### src/rtl/spi_pkg.sv
// Shared SPI definitions used by spi_master and spi_slave_unit.
// Provides the SPCON bit positions, a packed view of the SPCON register,
// the byte width, and a helper that picks a bit of a byte in either shift order.
package spi_pkg;

  localparam int BYTE_W    = 8;
  localparam int BIT_CNT_W = 3;

  // SPCON bit positions
  localparam int SPEN = 0;
  localparam int CPHA = 1;
  localparam int CPOL = 2;
  localparam int LSBF = 3;

  typedef struct packed {
    logic [3:0] reserved;
    logic       lsbf;
    logic       cpol;
    logic       cpha;
    logic       spen;
  } spcon_t;

  // Bit number idx of a byte as it travels on the wire: idx 0 is the first bit sent.
  // For MSB-first, ~idx on a 3-bit index is 7-idx.
  function automatic logic bit_sel(input logic [BYTE_W-1:0]    b,
                                   input logic [BIT_CNT_W-1:0] idx,
                                   input logic                 lsbf);
    return lsbf ? b[idx] : b[~idx];
  endfunction

endpackage

### src/rtl/spi_slave_unit_if.sv
// SPI bus bundle shared between a master and a slave.
// Signals:
//   sck   serial clock, driven by the master
//   ssn   slave select (active-low), driven by the master
//   mosi  master-out serial data
//   miso  slave-out serial data
// Modports: master drives sck/ssn/mosi and reads miso; slave is the mirror image.
interface spi_slave_unit_if;

  logic sck;
  logic ssn;
  logic mosi;
  logic miso;

  modport master (output sck, output ssn, output mosi, input miso);
  modport slave  (input sck, input ssn, input mosi, output miso);

endinterface

### src/rtl/spi_sync.sv
// N-flop synchronizer for a single asynchronous input.
// Parameters:
//   STAGES   number of flops in the chain (2 or more)
//   RST_VAL  value every flop takes in reset
// Ports:
//   clk    system clock
//   rst_n  asynchronous active-low reset
//   d      asynchronous input
//   q      synchronized output, STAGES clocks behind d
module spi_sync #(
  parameter int   STAGES  = 2,
  parameter logic RST_VAL = 1'b0
) (
  input  logic clk,
  input  logic rst_n,
  input  logic d,
  output logic q
);

  logic [STAGES-1:0] chain;

  always_ff @(posedge clk or negedge rst_n) begin
    if (!rst_n) begin
      chain <= {STAGES{RST_VAL}};
    end else begin
      chain <= {chain[STAGES-2:0], d};
    end
  end

  assign q = chain[STAGES-1];

endmodule

### src/rtl/spi_slave_unit.sv
// Byte-oriented SPI slave supporting all four CPOL/CPHA modes, oversampled in
// the system clock domain. Shifts out a byte taken from data while assembling a
// byte from mosi; consecutive bytes are supported while ssn stays low.
// Parameters:
//   SYNC_STAGES  flops in each of the sck/ssn/mosi synchronizers (min 2)
// Ports:
//   clk      system clock
//   rst_n    asynchronous active-low reset
//   data     transmit byte, loaded at frame start and at every byte wrap
//   spcon    control: [0] SPEN, [1] CPHA, [2] CPOL, [3] LSBF, [7:4] ignored
//   spibr    baud divider, master-only, ignored here
//   bus      SPI bus (slave modport): sck, ssn, mosi in; miso out
//   rx_data  last complete received byte
//   rx_done  one-clock pulse when rx_data updates
module spi_slave_unit
  import spi_pkg::*;
#(
  parameter int SYNC_STAGES = 2
) (
  input  logic              clk,
  input  logic              rst_n,
  input  logic [BYTE_W-1:0] data,
  input  logic [7:0]        spcon,
  input  logic [7:0]        spibr,
  spi_slave_unit_if.slave   bus,
  output logic [BYTE_W-1:0] rx_data,
  output logic              rx_done
);

  spcon_t cfg;
  assign cfg = spcon_t'(spcon);

  // spibr and the reserved SPCON bits have no meaning on the slave side
  logic unused_bits;
  assign unused_bits = ^{spibr, cfg.reserved};

  // Identical synchronizers keep mosi aligned with sck; ssn idles deselected
  logic sck_s, ssn_s, mosi_s;

  spi_sync #(.STAGES(SYNC_STAGES), .RST_VAL(1'b0)) u_sync_sck (
    .clk  (clk),
    .rst_n(rst_n),
    .d    (bus.sck),
    .q    (sck_s)
  );

  spi_sync #(.STAGES(SYNC_STAGES), .RST_VAL(1'b1)) u_sync_ssn (
    .clk  (clk),
    .rst_n(rst_n),
    .d    (bus.ssn),
    .q    (ssn_s)
  );

  spi_sync #(.STAGES(SYNC_STAGES), .RST_VAL(1'b0)) u_sync_mosi (
    .clk  (clk),
    .rst_n(rst_n),
    .d    (bus.mosi),
    .q    (mosi_s)
  );

  // Previous synchronized sck/ssn for edge detection
  logic sck_d, ssn_d;

  always_ff @(posedge clk or negedge rst_n) begin
    if (!rst_n) begin
      sck_d <= 1'b0;
      ssn_d <= 1'b1;
    end else begin
      sck_d <= sck_s;
      ssn_d <= ssn_s;
    end
  end

  logic [BIT_CNT_W-1:0] bit_cnt;
  logic [BYTE_W-1:0]    tx_sreg;
  logic [BYTE_W-1:0]    rx_sreg;
  logic                 first_lead;
  logic                 miso_q;

  logic              nsck, nsck_d;
  logic              lead_edge, trail_edge;
  logic              active, frame_start;
  logic              sample_edge, shift_edge;
  logic              last_bit;
  logic [BYTE_W-1:0] rx_next;

  // Normalizing by CPOL makes the leading edge always a 0->1 transition.
  // The cycle that sees the ssn fall only loads the frame; edges are ignored then.
  always_comb begin
    nsck        = sck_s ^ cfg.cpol;
    nsck_d      = sck_d ^ cfg.cpol;
    lead_edge   = nsck & ~nsck_d;
    trail_edge  = ~nsck & nsck_d;
    active      = cfg.spen & ~ssn_s;
    frame_start = active & ssn_d;
    sample_edge = active & ~frame_start & (cfg.cpha ? trail_edge : lead_edge);
    // With CPHA=1 the first bit is already on miso, so the first leading edge must not shift
    shift_edge  = active & ~frame_start &
                  (cfg.cpha ? (lead_edge & ~first_lead) : trail_edge);
    last_bit    = (bit_cnt == BIT_CNT_W'(BYTE_W - 1));
    rx_next     = cfg.lsbf ? {mosi_s, rx_sreg[BYTE_W-1:1]}
                           : {rx_sreg[BYTE_W-2:0], mosi_s};
  end

  // tx_sreg holds the whole byte; miso is picked from it by bit_cnt so that a
  // reload at the byte wrap is seen by the very next shift edge.
  // Deselecting (ssn high or SPEN low) always wins over a coincident sample edge.
  always_ff @(posedge clk or negedge rst_n) begin
    if (!rst_n) begin
      bit_cnt    <= '0;
      tx_sreg    <= '0;
      rx_sreg    <= '0;
      first_lead <= 1'b0;
      miso_q     <= 1'b0;
      rx_data    <= '0;
      rx_done    <= 1'b0;
    end else begin
      rx_done <= 1'b0;
      if (!active) begin
        bit_cnt    <= '0;
        first_lead <= 1'b0;
        miso_q     <= 1'b0;
      end else if (frame_start) begin
        tx_sreg    <= data;
        miso_q     <= bit_sel(data, '0, cfg.lsbf);
        bit_cnt    <= '0;
        first_lead <= 1'b1;
      end else begin
        if (lead_edge) begin
          first_lead <= 1'b0;
        end
        if (sample_edge) begin
          rx_sreg <= rx_next;
          bit_cnt <= bit_cnt + BIT_CNT_W'(1);
          if (last_bit) begin
            rx_data <= rx_next;
            rx_done <= 1'b1;
            tx_sreg <= data;
          end
        end
        if (shift_edge) begin
          miso_q <= bit_sel(tx_sreg, bit_cnt, cfg.lsbf);
        end
      end
    end
  end

  assign bus.miso = miso_q;

endmodule

### src/flat_wrapper.sv
// flat-port wrapper written by rule: the top's interface ports become plain ports
module spi_slave_unit_flat import spi_pkg::*;
#(
  parameter int SYNC_STAGES = 2
)
  (clk, rst_n, data, spcon, spibr, rx_data, rx_done, bus_sck, bus_ssn, bus_mosi, bus_miso);
  spi_slave_unit_if bus_i ();
  input  logic clk;
  input  logic rst_n;
  input  logic [BYTE_W-1:0] data;
  input  logic [7:0] spcon;
  input  logic [7:0] spibr;
  output logic [BYTE_W-1:0] rx_data;
  output logic rx_done;
  input wire logic [$bits(bus_i.sck)-1:0] bus_sck;
  input wire logic [$bits(bus_i.ssn)-1:0] bus_ssn;
  input wire logic [$bits(bus_i.mosi)-1:0] bus_mosi;
  output wire logic [$bits(bus_i.miso)-1:0] bus_miso;
  assign bus_i.sck = bus_sck;
  assign bus_i.ssn = bus_ssn;
  assign bus_i.mosi = bus_mosi;
  assign bus_miso = bus_i.miso;
  spi_slave_unit #(.SYNC_STAGES(SYNC_STAGES)) u_core (.clk(clk), .rst_n(rst_n), .data(data), .spcon(spcon), .spibr(spibr), .bus(bus_i), .rx_data(rx_data), .rx_done(rx_done));
endmodule
### config.mk
export PLATFORM = sky130hd
export DESIGN_NAME = spi_slave_unit_flat
export DESIGN_NICKNAME = d
export VERILOG_FILES = /design/src/rtl/spi_pkg.sv /design/src/rtl/spi_slave_unit_if.sv /design/src/rtl/spi_sync.sv /design/src/rtl/spi_slave_unit.sv /design/src/flat_wrapper.sv
export SDC_FILE = /design/constraint.sdc
export NUM_CORES = 1
export LEC_CHECK = 0
export CAP_MARGIN = 20
export CORE_UTILIZATION = 45
export DETAILED_ROUTE_END_ITERATION = 8
export HOLD_SLACK_MARGIN = 0.15
export PLACE_DENSITY = 0.75
export SYNTH_ARGS = -nofsm -noshare
export SYNTH_HDL_FRONTEND = slang
export SYNTH_SLANG_ARGS = --single-unit
### constraint.sdc
create_clock -name clk -period 1.7 [get_ports clk]
set_clock_uncertainty 0.15 [all_clocks]
set_input_delay 0.255 -clock clk [delete_from_list [all_inputs] [get_ports clk]]
set_output_delay 0.255 -clock clk [all_outputs]
set_load 0.01 [all_outputs]
# Yosys cells after proc, flatten, opt, wreduce, memory -nomap -nowiden
# Cells that the tools add are included.
# totals
ff_bits	38
inputBits	29
out_inout_bits	10
wordCells	65
# classes
n_addsub	1
n_lt_le_gt_ge	2
eq_ne	4
n_mux	25
n_bitwise	16
n_reduce_logical	5
# ops
cell	count
$mux W8	4
$mux W1	16
$mux W3	3
$and A1 B1 Y1	8
$lt A3 B4 Y1 const B	2
$bmux W1 S3	2
$ne A3 B3 Y1 const B	2
$reduce_and A3 Y1	2
$not A1 Y1	5
$reduce_and A4 Y1	1
$reduce_bool A2 Y1	2
$add A3 B1 Y3 const B	1
$eq A3 B3 Y1 const B	1
$ne A3 B2 Y1 const B	1
$not A3 Y3	1
$xor A1 B1 Y1	2

# Depth between registers and ports, before layout
# logic_depth
word_depth	9
ltp_mapped	8
mapped_depth_nobuf	6

# Hierarchy
# From an unflattened synthesis, not the netlist that was laid out.
# hier_totals
hier_cells	132
hier_area_um2	1679.1
# modules_own_cells
module	instances	cells_each	area_each_um2	seq_area_each_um2
spi_slave_unit	1	126	1526.5	802.0
spi_sync (u_core.u_sync_mosi ...)	2	2	50.0	50.0
spi_sync (u_core.u_sync_ssn)	1	2	52.6	52.6

# Least setup slack after synthesis
# OpenSTA, ideal clock, no wires.
# synth_path
path_kind	flip-flop to flip-flop
start	reg u_core.u_sync_ssn.chain[1]
end	reg u_core.rx_data[0]
setup_time_ps	125
arrival_time_ps	1556
required_time_ps	1425
slack_ps	-131
path_stages_with_launch	7
n_path_buf	2
synth_period_minus_slack_ps	1831
cell_sequence	dfstp_2 > nand2b_4 > nand2b_1 > clkbuf_1 > or3_1 > buf_6 > mux2_4
# synth_between
elab_chain_len	7
# synth_rtl
item	line	source
start, declared	spi_sync.sv:20	logic [STAGES-1:0] chain;
start signal, assigned	spi_sync.sv:24	chain <= {STAGES{RST_VAL}};
start signal, assigned	spi_sync.sv:26	chain <= {chain[STAGES-2:0], d};
$not A1 Y1 *	spi_slave_unit.sv:94	active = cfg.spen & ~ssn_s;
$and A1 B1 Y1 *	spi_slave_unit.sv:94	
$and A1 B1 Y1	spi_slave_unit.sv:95	frame_start = active & ssn_d;
$not A1 Y1 (no source line)	-	
$and A1 B1 Y1 (2 in series)	spi_slave_unit.sv:96	sample_edge = active & ~frame_start & (cfg.cpha ? trail_edge : lead_edge);
$reduce_and A4 Y1 (no source line) *	-	
end signal, assigned	spi_slave_unit.sv:136	rx_data <= rx_next;
end, declared	spi_slave_unit.sv:26	output logic [BYTE_W-1:0] rx_data,
# Every way passes the cells marked *; elsewhere a longest branch is shown, timed or not.
# A chain may end at the register's enable or synchronous reset.

# Worst setup path after layout
# layout_path
start	in spcon[0]
end	reg u_core.rx_sreg[2]
# layout_between
elab_chain_len	6
# layout_rtl
item	line	source
start, declared	flat_wrapper.sv:11	input logic [7:0] spcon;
$and A1 B1 Y1 *	spi_slave_unit.sv:94	
$and A1 B1 Y1	spi_slave_unit.sv:95	
$not A1 Y1 (no source line)	-	
$and A1 B1 Y1 (2 in series)	spi_slave_unit.sv:96	
$reduce_and A3 Y1 (no source line) *	-	
end signal, assigned	spi_slave_unit.sv:133	rx_sreg <= rx_next;
end, declared	spi_slave_unit.sv:76	logic [BYTE_W-1:0] rx_sreg;
# Marked as above.

==> flow_summary.yaml <==
global_routing:
  grt_util_all_layers_pct: 19.1
  met1_usage_pct: 22.2
  grt_max_degree: 39
  grt_busiest_layer: "met2"
  met3_usage_pct: 4.69
  antenna_found_initial: 0
  grt_pass1_wl_um: 6020
  grtUsageMet2_pct: 33.8
  overflow: 0
  grt_pass1_vias: 1292
layout:
  register_area_um2: 955
  fin_cells: 232
  syn2layout_area_growth_pct: 36.9
  nFillCells: 265
  multi_input_area_um2: 840
  finalNetCount: 215
  stdcell_area_um2: 2460
  diodes: 0
  drive_above_1_share_pct: 34.8
setup_path:
  path_max_fanout: 4
  crit_path_end_kind: "flip-flop"
  cp_slowest_cell: "clkdlybuf4s50_1"
  worstSetupStartpointType: "primary input"
  cpMostUsedCell: "nand2b_4"
  crit_type: "primary input to flip-flop"
  worst_ep_arrival_time_ns: 1.78
  crit_chain: "clkdlybuf4s50_1 -> nand2b_4 -> nand2b_4 -> buf_4 -> or2_1 -> mux2_1"
  critPathRequiredTime_ns: 1.72
  slowest_delay_ns: 0.51
floorplanning:
  rows: 22
  die_area_um2: 4250
  initial_core_util_pct: 48.0
  core_area_um2: 3740
  die_w_um: 65.2
  io_pins: 39
  die_y_um: 65.2
clock_tree:
  clock_latency_ns: 0.29
  cts_tree: "built"
  cts.sinks: 38
  htree_num_levels: 2
  cts_buffer_depth: 2
  clk_pin_slew_ns: 0.07
  cts_root_buf: "clkbuf_8"
  hold_buffers: 0
  cts_inserted_buffers: 5
pwr:
  peakVddDrop_v: 0.000601
  cellPowerDensity_nw_per_um2: 852
  pwr-share-comb_pct: 14.4
  p_int_w: 0.00163
  seqPwrFrac_pct: 49.1
  p_leak_nw: 1.11
  clockPowerShare_pct: 36.5
  swShare_pct: 22.1
  p_sw_w: 0.000463
synthesis:
  ys.warnings.count: 0
  netlist_area_um2: 1800
  yosysSeqAreaShare_pct: 53.2
  synth_seq_cells: 38
  synth_ff_type: "dfrtp_1"
  avgSynthCellArea_um2: 12.9
  synth_commonest_cells: "35 x dfrtp_1, 14 x mux2i_1, 13 x nand2_1"
  yosysTopAreaCell: "dfrtp_1"
  async_flop_share_pct: 100
  synth_top_area_share_pct: 48.8
  synthCells: 139
  synth_area_leaders: "dfrtp_1 49%, mux2_4 9.2%, mux2i_1 7.8%"
  yosysUniqueCellTypes: 36
  synthesis.nets: 170
  synth_edf_count: 0
  yosysMostFrequentCell: "dfrtp_1"
detailed_routing:
  drtIter0Drc: 43
  routed_wl_um: 3670
  ant_nets: 0
  viasPerCell: 5.17
  vias: 1200
  wl_per_cell_um: 15.8
  dr.pass1.iters: 4
  post-route-drc-count: 0
sta:
  setup_viol: 22
  fmax_mhz: 567
  min_period_ns: 1.76
  tightestPinTransition_ns: 0.377
  fin_setup_tns_ns: -0.955
  post-route-period-util_pct: 104
  maxSlewViolCount: 0
  worst_slack_ns: -0.0622
  hold_violations: 0
  grt_setup_unrepaired: "true"
  slew_headroom_pct: 74.7
hold_path:
  hp-class: "primary input to asynchronous set/reset pin"
placement:
  dp.cells: 220
  post-dp-hpwl_um: 2500
  gp_routability_congestion: 0.788
  placed_area_um2: 2210
  port_buffers: 26
flow_run:
  maxCapViolations: 0
outcome:
  violations: "negative setup slack"
  outcome: "complete, but fails checks"
kinds of logic (layout without fill, tap and decap cells):
family | after synthesis | count (layout) | share of synthesized area (%)
xor gates and xnor gates | 2 | 2 | 1.39
adders and majority gates | 2 | 2 | 1.39
buffers and inverters | 14 | 59 | 4.81
and+or+nand+nor | 30 | 30 | 8.64
muxes | 34 | 34 | 24.0
DFF | 38 | 38 | 53.2
AOI/OAI and AO/OA | 19 | 19 | 6.55
cell type report:
cell class | count | area share, %
tap | 48 | 2.44
timing repair buffer | 47 | 19.2
multi-input combinational | 87 | 34.1
sequential | 38 | 38.8
clock buffer | 6 | 3.36
inverter | 5 | 0.763
clock inverter | 1 | 1.22
worst paths after layout:
| path | start | endpoint | slack [ns] | cells past startpoint |
|---|---|---|---|---|
| setup / recovery | spcon[0] | u_core.rx_sreg[2] | -0.06 | 6 |
| hold / removal | rst_n | u_core.tx_sreg[2] | 0.19 | 2 |
| setup reg to reg | u_core.u_sync_sck.chain[1] | u_core.rx_data[1] | -0.06 | 4 |
| hold reg to reg | u_core.u_sync_mosi.chain[0] | u_core.u_sync_mosi.chain[1] | 0.20 | 0 |
| max in group asynchronous | rst_n | u_core.ssn_d | 0.94 | 2 |
| min in group clk | u_core.u_sync_mosi.chain[0] | u_core.u_sync_mosi.chain[1] | 0.20 | 0 |
sequential cells by signal (all words and copies together) (netlist names):
| name | cells |
|---|---|
| u_core.sck_d | 1 |
| u_core.bit_cnt | 3 |
| u_core.rx_done | 1 |
| u_core.ssn_d | 1 |
| u_core.bus.miso | 1 |
| u_core.rx_data | 8 |
| u_core.u_sync_sck.chain | 2 |
| u_core.tx_sreg | 8 |
| u_core.rx_sreg | 8 |
| u_core.u_sync_ssn.chain | 2 |
| u_core.first_lead | 1 |
| u_core.u_sync_mosi.chain | 2 |
repair_timing:
action / 4_1_cts / 5_1_grt
cloned: 0 / 1
pin swaps: 3 / 5
setup buffers: 3 / 1
endpoints found under the setup margin: 26 / 25
gates resized for setup: 8 / 9
endpoints found under the hold margin: 0 / 0
per-stage QoR:
step / hold slack, ns / total power (W) / utilization (%) / setup WS, ns
after floorplan: -0.191 / 0.00121 / - / -0.108
after global placement: 0.183 / 0.00131 / 59.1 / -0.553
after detailed placement: 0.191 / 0.00133 / 59.1 / -0.571
after CTS: 0.203 / 0.00211 / 63.6 / -0.0500
after global routing: 0.209 / 0.00218 / 65.7 / -0.105
final: 0.195 / 0.00210 / 65.7 / -0.0622
routing by layer:
metal,up-vias,part of all wire (%)
li1,569,-
met4,0,2.1
met3,8,3.3
met1,598,42
met5,-,0
met2,25,52
critical path, delay by kind of cell:
family	cells	cell delay, ns
buf+inv	2	0.65
simple gates	3	0.51
mux	1	0.35
power groups by stage:
stage	registers (W)	logic, W	clock network [W]
after CTS	0.00103	0.000300	0.000783
after global routing	0.00104	0.000327	0.000821
after floorplan	0.00103	0.000185	0
after global placement	0.00104	0.000276	0
after detailed placement	0.00104	0.000289	0
final	0.00103	0.000302	0.000765
layout by cell type, fill, tap and decap left out, types with 2 or more instances in the layout:
cell type | Yosys | final
nor2_1 | 6 | 6
mux4_2 | 2 | 2
buf_6 | 4 | 2
nand2_1 | 13 | 11
dlygate4sd2_1 | 0 | 2
clkdlybuf4s50_1 | 0 | 24
buf_12 | 0 | 2
o21ai_1 | 10 | 10
o211ai_1 | 2 | 2
nand2_2 | 0 | 2
buf_4 | 0 | 15
dfstp_2 | 3 | 3
dfrtp_1 | 35 | 35
clkbuf_8 | 0 | 6
inv_1 | 4 | 4
mux2_2 | 3 | 3
mux2_4 | 11 | 11
mux2_1 | 3 | 3
nand2b_4 | 1 | 3
mux2i_1 | 14 | 14
Power figures use the tool's default switching activity.
